==> src/rtl/seg_display_pkg.sv <==
`default_nettype none
// ============================================================================
// Module      : seg_display_pkg
// Description : Shared types, display constants and helpers for the
//               seven-segment display scheduler.
// Revision    : 1.0  initial release
// ============================================================================
package seg_display_pkg;

    typedef enum logic [1:0] {
        ST_IDLE    = 2'd0,
        ST_CONVERT = 2'd1,
        ST_SHOW    = 2'd2
    } state_t;

    localparam int BCD_DIGITS = 4;
    localparam int MAX_DEC    = 9999;

    // Segment codes {a,b,c,d,e,f,g}, active low
    localparam logic [6:0] SEG_0   = 7'b0000001;
    localparam logic [6:0] SEG_1   = 7'b1001111;
    localparam logic [6:0] SEG_2   = 7'b0010010;
    localparam logic [6:0] SEG_3   = 7'b0000110;
    localparam logic [6:0] SEG_4   = 7'b1001100;
    localparam logic [6:0] SEG_5   = 7'b0100100;
    localparam logic [6:0] SEG_6   = 7'b0100000;
    localparam logic [6:0] SEG_7   = 7'b0001111;
    localparam logic [6:0] SEG_8   = 7'b0000000;
    localparam logic [6:0] SEG_9   = 7'b0000100;
    localparam logic [6:0] SEG_OFF = 7'b1111111;

    localparam logic [3:0] AN_THOUSANDS = 4'b0111;
    localparam logic [3:0] AN_HUNDREDS  = 4'b1011;
    localparam logic [3:0] AN_TENS      = 4'b1101;
    localparam logic [3:0] AN_ONES      = 4'b1110;
    localparam logic [3:0] AN_OFF       = 4'b1111;

    function automatic logic [6:0] seg_decode(input logic [3:0] digit);
        logic [6:0] code;
        case (digit)
            4'd0:    code = SEG_0;
            4'd1:    code = SEG_1;
            4'd2:    code = SEG_2;
            4'd3:    code = SEG_3;
            4'd4:    code = SEG_4;
            4'd5:    code = SEG_5;
            4'd6:    code = SEG_6;
            4'd7:    code = SEG_7;
            4'd8:    code = SEG_8;
            4'd9:    code = SEG_9;
            default: code = SEG_0;
        endcase
        return code;
    endfunction

    // Four BCD digits cannot represent more than MAX_DEC
    function automatic logic [31:0] clamp_dec(input logic [31:0] value);
        return (value > 32'(MAX_DEC)) ? 32'(MAX_DEC) : value;
    endfunction

endpackage
`default_nettype wire

==> src/rtl/bcd_seq_converter.sv <==
`default_nettype none
// ============================================================================
// Module      : bcd_seq_converter
// Description : Sequential shift-add-3 binary to 4-digit BCD converter,
//               one bit per cycle, single-cycle done pulse.
// Revision    : 1.0  initial release
// ============================================================================
module bcd_seq_converter
    import seg_display_pkg::*;
#(
    parameter int VAL_W = 13
) (
    input  logic                      clk,
    input  logic                      rst,
    input  logic                      start,
    input  logic [VAL_W-1:0]          bin,
    output logic                      done,
    output logic [BCD_DIGITS*4-1:0]   bcd
);

    localparam int BCD_W = BCD_DIGITS * 4;
    localparam int CNT_W = (VAL_W > 1) ? $clog2(VAL_W) : 1;

    logic [VAL_W-1:0] r_bin;
    logic [BCD_W-1:0] r_bcd;
    logic [CNT_W-1:0] r_cnt;
    logic             r_busy;
    logic             r_done;
    logic [BCD_W-1:0] w_adj;

    for (genvar gi = 0; gi < BCD_DIGITS; gi++) begin : g_nibble
        assign w_adj[gi*4 +: 4] = (r_bcd[gi*4 +: 4] >= 4'd5) ? r_bcd[gi*4 +: 4] + 4'd3
                                                            : r_bcd[gi*4 +: 4];
    end

    always_ff @(posedge clk) begin
        if (rst) begin
            r_bin  <= '0;
            r_bcd  <= '0;
            r_cnt  <= '0;
            r_busy <= 1'b0;
            r_done <= 1'b0;
        end else begin
            r_done <= 1'b0;
            if (start) begin
                r_bin  <= bin;
                r_bcd  <= '0;
                r_cnt  <= '0;
                r_busy <= 1'b1;
            end else if (r_busy) begin
                {r_bcd, r_bin} <= {w_adj[BCD_W-2:0], r_bin, 1'b0};
                r_cnt          <= r_cnt + CNT_W'(1);
                if (r_cnt == CNT_W'(VAL_W - 1)) begin
                    r_busy <= 1'b0;
                    r_done <= 1'b1;
                end
            end
        end
    end

    assign done = r_done;
    assign bcd  = r_bcd;

endmodule
`default_nettype wire

==> src/rtl/seg_display_scheduler.sv <==
`default_nettype none
// ============================================================================
// Module      : seg_display_scheduler
// Description : Round-robin sharing of a 4-digit seven-segment display between
//               several value sources, with BCD conversion and digit scanning.
// Revision    : 1.0  initial release
// ============================================================================
module seg_display_scheduler
    import seg_display_pkg::*;
#(
    parameter int NUM_SRC      = 4,
    parameter int VAL_W        = 13,
    parameter int DWELL_CYCLES = 50_000_000,
    parameter int REFRESH_BITS = 20,
    localparam int SRC_W       = (NUM_SRC > 1) ? $clog2(NUM_SRC) : 1
) (
    input  logic                     clk,
    input  logic                     rst,
    input  logic [NUM_SRC-1:0]       src_valid,
    input  logic [NUM_SRC*VAL_W-1:0] src_value,
    output logic [NUM_SRC-1:0]       src_ack,
    output logic [SRC_W-1:0]         cur_src,
    output logic [3:0]               Anode,
    output logic [6:0]               LED_out
);

    localparam int DW_W  = (DWELL_CYCLES > 1) ? $clog2(DWELL_CYCLES) : 1;
    localparam int BCD_W = BCD_DIGITS * 4;

    state_t                  r_state;
    state_t                  w_next_state;
    logic [SRC_W-1:0]        r_rr_ptr;
    logic [SRC_W-1:0]        r_cur_src;
    logic [NUM_SRC-1:0]      r_ack;
    logic [DW_W-1:0]         r_dwell;
    logic [BCD_W-1:0]        r_digits;
    logic                    r_blank;
    logic [REFRESH_BITS-1:0] r_refresh;
    logic [3:0]              r_anode;
    logic [6:0]              r_led;

    logic [SRC_W:0]          w_pick;
    logic                    w_any;
    logic [SRC_W-1:0]        w_grant;
    logic [VAL_W-1:0]        w_value;
    logic [VAL_W-1:0]        w_clamped;
    logic                    w_fire;
    logic                    w_dwell_end;
    logic                    w_conv_done;
    logic [BCD_W-1:0]        w_conv_bcd;
    logic [SRC_W-1:0]        w_ptr_next;
    logic [1:0]              w_sel;
    logic [3:0]              w_scan_anode;
    logic [3:0]              w_scan_digit;

    // Returns {found, index} of the first valid source at or after ptr
    function automatic logic [SRC_W:0] rr_pick(input logic [NUM_SRC-1:0] valid,
                                               input logic [SRC_W-1:0]   ptr);
        logic [SRC_W:0] res;
        int             idx;
        res = '0;
        for (int k = NUM_SRC - 1; k >= 0; k--) begin
            idx = (int'(ptr) + k) % NUM_SRC;
            if (valid[SRC_W'(idx)]) res = {1'b1, SRC_W'(idx)};
        end
        return res;
    endfunction

    assign w_pick     = rr_pick(src_valid, r_rr_ptr);
    assign w_any      = w_pick[SRC_W];
    assign w_grant    = w_pick[SRC_W-1:0];
    assign w_value    = src_value[w_grant*VAL_W +: VAL_W];
    assign w_clamped  = VAL_W'(clamp_dec(32'(w_value)));
    assign w_ptr_next = (r_cur_src == SRC_W'(NUM_SRC - 1)) ? '0 : r_cur_src + SRC_W'(1);

    bcd_seq_converter #(
        .VAL_W (VAL_W)
    ) u_bcd (
        .clk   (clk),
        .rst   (rst),
        .start (w_fire),
        .bin   (w_clamped),
        .done  (w_conv_done),
        .bcd   (w_conv_bcd)
    );

    always_ff @(posedge clk) begin
        if (rst) r_state <= ST_IDLE;
        else     r_state <= w_next_state;
    end

    always_comb begin
        w_next_state = r_state;
        w_fire       = 1'b0;
        w_dwell_end  = 1'b0;
        case (r_state)
            ST_IDLE: begin
                if (w_any) begin
                    w_fire       = 1'b1;
                    w_next_state = ST_CONVERT;
                end
            end
            ST_CONVERT: begin
                if (w_conv_done) w_next_state = ST_SHOW;
            end
            ST_SHOW: begin
                if (r_dwell == DW_W'(DWELL_CYCLES - 1)) begin
                    w_dwell_end  = 1'b1;
                    w_next_state = ST_IDLE;
                end
            end
            default: w_next_state = ST_IDLE;
        endcase
    end

    always_ff @(posedge clk) begin
        if (rst) begin
            r_rr_ptr  <= '0;
            r_cur_src <= '0;
            r_ack     <= '0;
            r_dwell   <= '0;
            r_digits  <= '0;
            r_blank   <= 1'b1;
        end else begin
            r_ack <= '0;
            if (w_fire) begin
                r_cur_src <= w_grant;
                r_ack     <= NUM_SRC'(1) << w_grant;
            end
            // Digits change only when a fresh conversion completes
            if (r_state == ST_CONVERT && w_conv_done) begin
                r_digits <= w_conv_bcd;
                r_blank  <= 1'b0;
                r_dwell  <= '0;
            end else if (r_state == ST_SHOW) begin
                r_dwell <= r_dwell + DW_W'(1);
            end
            if (w_dwell_end) r_rr_ptr <= w_ptr_next;
        end
    end

    assign w_sel = r_refresh[REFRESH_BITS-1 -: 2];

    always_comb begin
        w_scan_anode = AN_OFF;
        w_scan_digit = '0;
        case (w_sel)
            2'b00: begin w_scan_anode = AN_THOUSANDS; w_scan_digit = r_digits[15:12]; end
            2'b01: begin w_scan_anode = AN_HUNDREDS;  w_scan_digit = r_digits[11:8];  end
            2'b10: begin w_scan_anode = AN_TENS;      w_scan_digit = r_digits[7:4];   end
            default: begin w_scan_anode = AN_ONES;    w_scan_digit = r_digits[3:0];   end
        endcase
    end

    always_ff @(posedge clk) begin
        if (rst) begin
            r_refresh <= '0;
            r_anode   <= AN_OFF;
            r_led     <= SEG_OFF;
        end else begin
            r_refresh <= r_refresh + REFRESH_BITS'(1);
            r_anode   <= r_blank ? AN_OFF  : w_scan_anode;
            r_led     <= r_blank ? SEG_OFF : seg_decode(w_scan_digit);
        end
    end

    assign src_ack = r_ack;
    assign cur_src = r_cur_src;
    assign Anode   = r_anode;
    assign LED_out = r_led;

endmodule
`default_nettype wire

==> config.mk <==
export PLATFORM = sky130hd
export DESIGN_NAME = seg_display_scheduler
export DESIGN_NICKNAME = d
export VERILOG_FILES = /design/src/rtl/seg_display_pkg.sv /design/src/rtl/bcd_seq_converter.sv /design/src/rtl/seg_display_scheduler.sv
export SDC_FILE = /design/constraint.sdc
export NUM_CORES = 1
export LEC_CHECK = 0
export BUFFER_PORTS_ARGS = -buffer_cell sky130_fd_sc_hd__buf_2
export CAP_MARGIN = 5
export CORE_AREA = 5 5 97 135
export CTS_CLUSTER_SIZE = 25
export DETAILED_ROUTE_END_ITERATION = 7
export DIE_AREA = 0 0 102 140
export HOLD_SLACK_MARGIN = 0.1
export PLACE_DENSITY = 0.74
export SLEW_MARGIN = 15
export SYNTH_ARGS = -nofsm -noshare
export SYNTH_HDL_FRONTEND = slang
export SYNTH_HIERARCHICAL = 1
export SYNTH_SLANG_ARGS = --single-unit
==> constraint.sdc <==
create_clock -name clk -period 1.89 [get_ports clk]
set_clock_uncertainty 0.15 [all_clocks]
set_input_delay 0.378 -clock clk [delete_from_list [all_inputs] [get_ports clk]]
set_output_delay 0.378 -clock clk [all_outputs]
set_load 0.05 [all_outputs]
=== Yosys cells after proc, flatten, opt, wreduce, memory -nomap -nowiden ===
Memories as Yosys holds them, arrays and structs flattened. A register that Yosys moved wholly into a read port is not among the register bits.
Index checks and enable logic that the tools add are counted.

* Equal/unequal tests: 10
* $mul: 1
* Bitwise logic cells: 2
* Reductions and logical operators: 10
* Add/sub/neg operators: 11
* Mux-type cells: 37
* Shifts and indexed selects: 2
* Order comparisons: 8

{| class="wikitable"
|+ Operators by type and width
! operator !! count
|-
| 52-bit by 7-bit variable part select with 13-bit output || 1
|-
| 26-bit by 1-bit adder with 26-bit output, second input constant || 1
|-
| 26-bit equality test, second input constant || 1
|-
| 13-bit two-way mux || 2
|-
| 4-bit case mux with 3 select lines || 2
|-
| 20-bit by 1-bit adder with 20-bit output, second input constant || 1
|-
| 4-bit by 3-bit >= comparator with 1-bit output, second input constant || 4
|-
| 2-bit by 4-bit less-than comparator with 1-bit output, second input constant || 4
|-
| 1-bit two-way mux || 16
|-
| 3-bit two-way mux || 5
|-
| 4-bit by 2-bit adder with 4-bit output, second input constant || 3
|-
| 4-bit two-way mux || 3
|-
| 1-bit binary-select mux with 2-bit select || 4
|-
| 2-bit two-way mux || 4
|-
| 2-bit OR reduction || 4
|-
| 2-bit equality test, second input constant || 3
|-
| 2-bit by 4-bit multiplier with 6-bit output, second input constant || 1
|-
| 2-bit case mux with 3 select lines || 1
|-
| 2-bit by 1-bit adder with 2-bit output, second input constant || 2
|-
| 2-bit adder, second input constant || 2
|-
| 4-bit by 1-bit adder with 4-bit output, second input constant || 1
|-
| 2-bit by 1-bit equality test with 1-bit output, second input constant || 2
|-
| 4-bit equality test, second input constant || 1
|-
| 2-bit zero test || 2
|-
| 9 further kinds || 11
|}

* Bits of input ports: 58
* Memories kept: 1
* Logic and storage cells: 96
* Flip-flop bits (word level): 112
* Memory bits (read-only): 112
* Output and inout bits: 17

{| class="wikitable"
|+ Memory list
! name !! words !! bits a word !! rd ports !! clocked after Yosys merged registers in !! write ports !! RTL line !! RTL
|-
| (no name shown) || 16 || 7 || 1 || 1 || 0 || seg_display_pkg.sv:40 || <nowiki>case (digit)</nowiki>
|}

=== Longest topological paths before layout ===
* Depth after elaboration: 12
* Depth in mapped cells: 9
* Depth with buffers taken out: 9

=== Hierarchy ===
Netlist, hierarchy kept.

{| class="wikitable"
|+ Modules (own cells, without submodules)
! module !! times used !! cells each !! seq. area each (um^2) !! area an instance (um^2)
|-
| seg_display_scheduler || 1 || 416 || 1681.6 || 3963.8
|-
| bcd_seq_converter || 1 || 216 || 700.7 || 1938.1
|}

=== Worst setup path after synthesis ===
OpenSTA, ideal clock, no wires.

* Kind: register -> register
* Start: register r_refresh[18]
* End: register r_led[2] (netlist: LED_out[2])
* Period minus slack after synthesis: 2.049 ns
* Cell stages (with the launch flop): 9
* Path buffers: 0
* Path slack: -0.159 ns
* Required time: 1.595 ns
* Library setup time: 0.145 ns
* Arrival time: 1.754 ns
* Cells stage by stage: dfxtp_1 -> inv_1 -> ha_1 -> a222oi_1 -> a21oi_1 -> ha_1 -> mux2_2 -> nand2_1 -> o211ai_1

* Longest elaborated chain between the ends: 2
* Elaborated cells on any way between the ends: 4
* Classes of those cells: eq/ne: 2; mux: 1; reduce/logical: 1

{| class="wikitable"
|+ RTL lines
! element !! RTL line !! RTL
|-
| start, declared || seg_display_scheduler.sv:38 || <nowiki>logic [REFRESH_BITS-1:0] r_refresh;</nowiki>
|-
| start signal, assigned || seg_display_scheduler.sv:161 || <nowiki>r_refresh <= r_refresh + REFRESH_BITS'(1);</nowiki>
|-
| 2-bit equality test, or another cell as far along || seg_display_scheduler.sv:147 || <nowiki>case (w_sel)</nowiki>
|-
| 4-bit case mux with 3 select lines * || seg_display_scheduler.sv:147 ||
|-
| end, declared || seg_display_scheduler.sv:40 || <nowiki>logic [6:0] r_led;</nowiki>
|}

Mark *: on every way between the ends. The rest lies on a longest branch, timed or not.
A chain may end at the register's enable or synchronous reset.

=== Worst setup path in the final report ===
Same ends and word-level chain as after synthesis.

==> out/metrics.yaml <==
timing:
  max_freq_ghz: 0.493
  min_period_over_period: 1.07
  setup_violations: 7
  grt_setup_unrepaired: "true"
  relSlewSlack: 0.583
  min_period_ns: 2.03
  worst_hold_slack_ns: 0.261
  worst_slack_ns: -0.139
  hold_viol: 0
  drv_slew: 0
  tns_ns: -0.635
  worstMarginPinSlew_ns: 0.625
synth:
  synth_top_family_by_area: "simple AND/OR/NAND/NOR gates"
  synth-main-ff-cell: "dfxtp_1"
  synth-edff-count: 0
  synth_nets: 711
  synthAdderAreaFrac: 0.0445
  synth_warnings: 6
  syn-mean-instance-area_um2: 9.34
  synthXorXnorAreaFrac: 0.0668
  synthSimpleGateAreaFrac: 0.215
  async_flop_share: 0
  netlist_area_um2: 5900
  synth_top_area_share: 0.404
  synthTopCellsByArea: "dfxtp_1 40%, mux2i_1 10%, nor2_1 5.2%, ha_1 4.5%, xor2_1 4.5%"
  synth-seq-area-share: 0.404
  synth_cell_types: 54
  synth_compound_area_frac: 0.101
  syn_inst: 632
  ys_ff_latch: 119
  synth_top_area_cell: "dfxtp_1"
  synth.area.mux_share: 0.127
power:
  ir_drop_mv: 0.665
  p_total_w: 0.00659
  power.density_nw_per_um2: 857
  leakage_nw: 3.08
final_layout:
  drive_above_1_share: 0.295
  nets: 840
  antenna_cells: 0
  fill_cells: 900
  multi_input_comb_area_um2: 3440
  final_core_util: 0.657
  areaGrowthSynthToFinish_pct: 30.3
  fin_cells: 921
  layout.area.seq_um2: 2400
floorplan:
  core-area_um2: 11700
  io_pins: 75
  start_util: 0.504
  fp.dieH_um: 140
  die_w_um: 102
  row_count: 47
  die_area_um2: 14300
critical_path:
  start_kind: "flop"
  reg2reg_depth: 8
  reg2reg_to: "LED_out[2]$_SDFF_PP1_"
  endpoint_kind: "flop"
  crit_fanout: 5
  cp.arrival_ns: 2.17
  r2r_slack_ns: -0.14
  path_class: "flop to flop"
  rr_startpoint: "r_refresh[18]$_SDFF_PP0_"
  required_ns: 2.03
route:
  ant_nets: 0
  first_pass_iters: 5
  vias: 5099
  drc: 0
  vias_per_cell: 5.54
  post_drt_wl_per_cell_um: 15.5
  drt_iter0_markers: 221
  wirelength_mm: 14.3
clock_network:
  cts-buffers-inserted: 17
  cts_tree: "built"
  insertion_delay_ns: 0.41
  clock-sinks: 119
  clk_pin_slew_ns: 0.05
  clk_path_buf_depth: 2
  root_buffer: "clkbuf_16"
  htree_num_levels: 4
grt:
  overflow: 0
  antenna_found_initial: 0
  grt_usage: 0.206
  grt_pass1_vias: 5259
  grt_pass1_wl_mm: 24.0
  grt_start_max_net_pins: 59
min_path:
  hold_end: "u_bcd/r_bin[5]$_SDFFE_PP0P_"
  hp-start: "src_value[31]"
  holdPathStages: 5
  min_path_type: "input port to flop"
flow_run:
  cap_violations: 0
placed_design:
  placed_cells_incl_taps: 879
  numPortBuffers: 74
  dp_hpwl_mm: 9.67
  place_congestion: 0.841
outcome:
  violations: "setup timing"
  outcome: "complete, but fails checks"
area by class of cell:
cell class / count / area share
Inverter: 22 / 0.0114
Multi-Input combinational cell: 464 / 0.447
Tap cell: 147 / 0.0239
Clock inverter: 10 / 0.0228
Sequential cell: 119 / 0.312
Clock buffer: 22 / 0.0591
Timing Repair Buffer: 137 / 0.124
synth_stat cells (7+ instances only):
cell and instances:
mux2i_1 60, ha_1 21, mux2_2 13, xor2_1 30
or3_1 8, a21oi_1 18, nand2_1 34, xnor2_1 15
buf_2 8, nand4_1 13, a22o_1 16, inv_1 22
clkbuf_1 10, nor2_1 82, dfxtp_1 119, and4_1 7
o21ai_0 15, nand2b_1 8, nand3_1 31
per-stage QoR:
step | cell area (µm²) | setup slack [ns]
after floorplan | 5950 | -0.0297
after global placement | 6800 | -0.193
after detailed placement | 6800 | -0.215
after CTS | 7490 | -0.145
after global routing | 7690 | -0.213
final | 7690 | -0.139
where the power goes:
| part | leakage, nW | switching [W] | total [W] | internal (W) |
|---|---|---|---|---|
| Sequential | 0.968 | 0.0000388 | 0.00260 | 0.00256 |
| Combinational | 1.80 | 0.000272 | 0.000539 | 0.000268 |
| Clock | 0.312 | 0.00110 | 0.00346 | 0.00236 |
| Total | 3.08 | 0.00141 | 0.00659 | 0.00518 |
cells in the final DEF, fill, tap and decap left out, types with 4 or more instances in the layout:
cell type  count
or4_1          5
a31oi_1        6
nand4_1       13
nand2_1       31
buf_12         5
nor2_1        80
xnor2_1       15
a21oi_2        4
clkinv_2       5
a222oi_1       4
a21oi_1       14
buf_2         74
dfxtp_2        5
o21ai_1        6
o211ai_1       6
or3_1          7
o21ai_0       13
a22o_1        16
xor2_1        30
bufinv_16      5
buf_4         53
a2111o_1       5
mux2i_1       57
clkbuf_16     19
nand2b_1       7
inv_1         18
and3_1         6
ha_1          16
and4_1         7
nor3_1         5
dfxtp_1      112
nor2b_1        6
clkbuf_1       4
nand3_1       31
nand4b_1       4
mux2_2        12
cell families after synthesis:
family | after synthesis
adders and majority gates | 21
AOI/OAI and AO/OA | 85
buffers and inverters | 49
muxes | 73
and+or+nand+nor | 240
DFF | 119
xor gates and xnor gates | 45
routing by layer:
metal  track usage  vias to the layer above  part of all wire  wire length (µm)
li1              -                     2516                 -                 -
met1         0.223                     2488              0.39              5600
met2         0.376                       66              0.56              7980
met3        0.0512                       29             0.023               328
met4        0.0802                        0             0.024               344
met5             0                        -                 0                 0
worst max-delay path by stage:
| stage | start | to | slack (ns) | cells after the start |
|---|---|---|---|---|
| after floorplan | src_valid[1] | u_bcd/bcd[1]$_SDFFE_PP0P_ | -0.03 | 8 |
| after global placement | src_valid[1] | u_bcd/bcd[9]$_SDFFE_PP0P_ | -0.19 | 7 |
| after detailed placement | src_valid[1] | u_bcd/bcd[13]$_SDFFE_PP0P_ | -0.22 | 7 |
| after CTS | r_refresh[18]$_SDFF_PP0_ | LED_out[2]$_SDFF_PP1_ | -0.14 | 8 |
| after global routing | r_refresh[19]$_SDFF_PP0_ | LED_out[2]$_SDFF_PP1_ | -0.21 | 9 |
| final | r_refresh[18]$_SDFF_PP0_ | LED_out[2]$_SDFF_PP1_ | -0.14 | 8 |
critical path, stage by stage (launching register included):
cell      delay, ns
dfxtp_4        0.38
inv_4          0.05
ha_4           0.17
a222oi_1       0.39
a21oi_2        0.16
ha_2           0.21
mux2_4         0.26
nand2_2        0.05
o211ai_1       0.08
state kept, by name (all words and copies together), names as in the netlist:
| name | flops |
|---|---|
| r_dwell | 26 |
| r_refresh | 20 |
| r_digits | 16 |
| u_bcd/bcd | 16 |
| u_bcd/r_bin | 13 |
| LED_out | 7 |
| Anode | 4 |
| src_ack | 4 |
| u_bcd/r_cnt | 4 |
| cur_src | 2 |
| r_rr_ptr | 2 |
| r_state | 2 |
| r_blank | 1 |
| u_bcd/done | 1 |
| u_bcd/r_busy | 1 |
what timing repair did:
| item | CTS | global route |
|---|---|---|
| gates resized for setup | 15 | 25 |
| pin swaps | 10 | 22 |
| hold buffers | 0 | 0 |
| buffers inserted | 1 | 6 |
| setup endpoints to repair | 9 | 46 |
| cloned | 0 | 3 |
(Power assumes the default switching activity.)
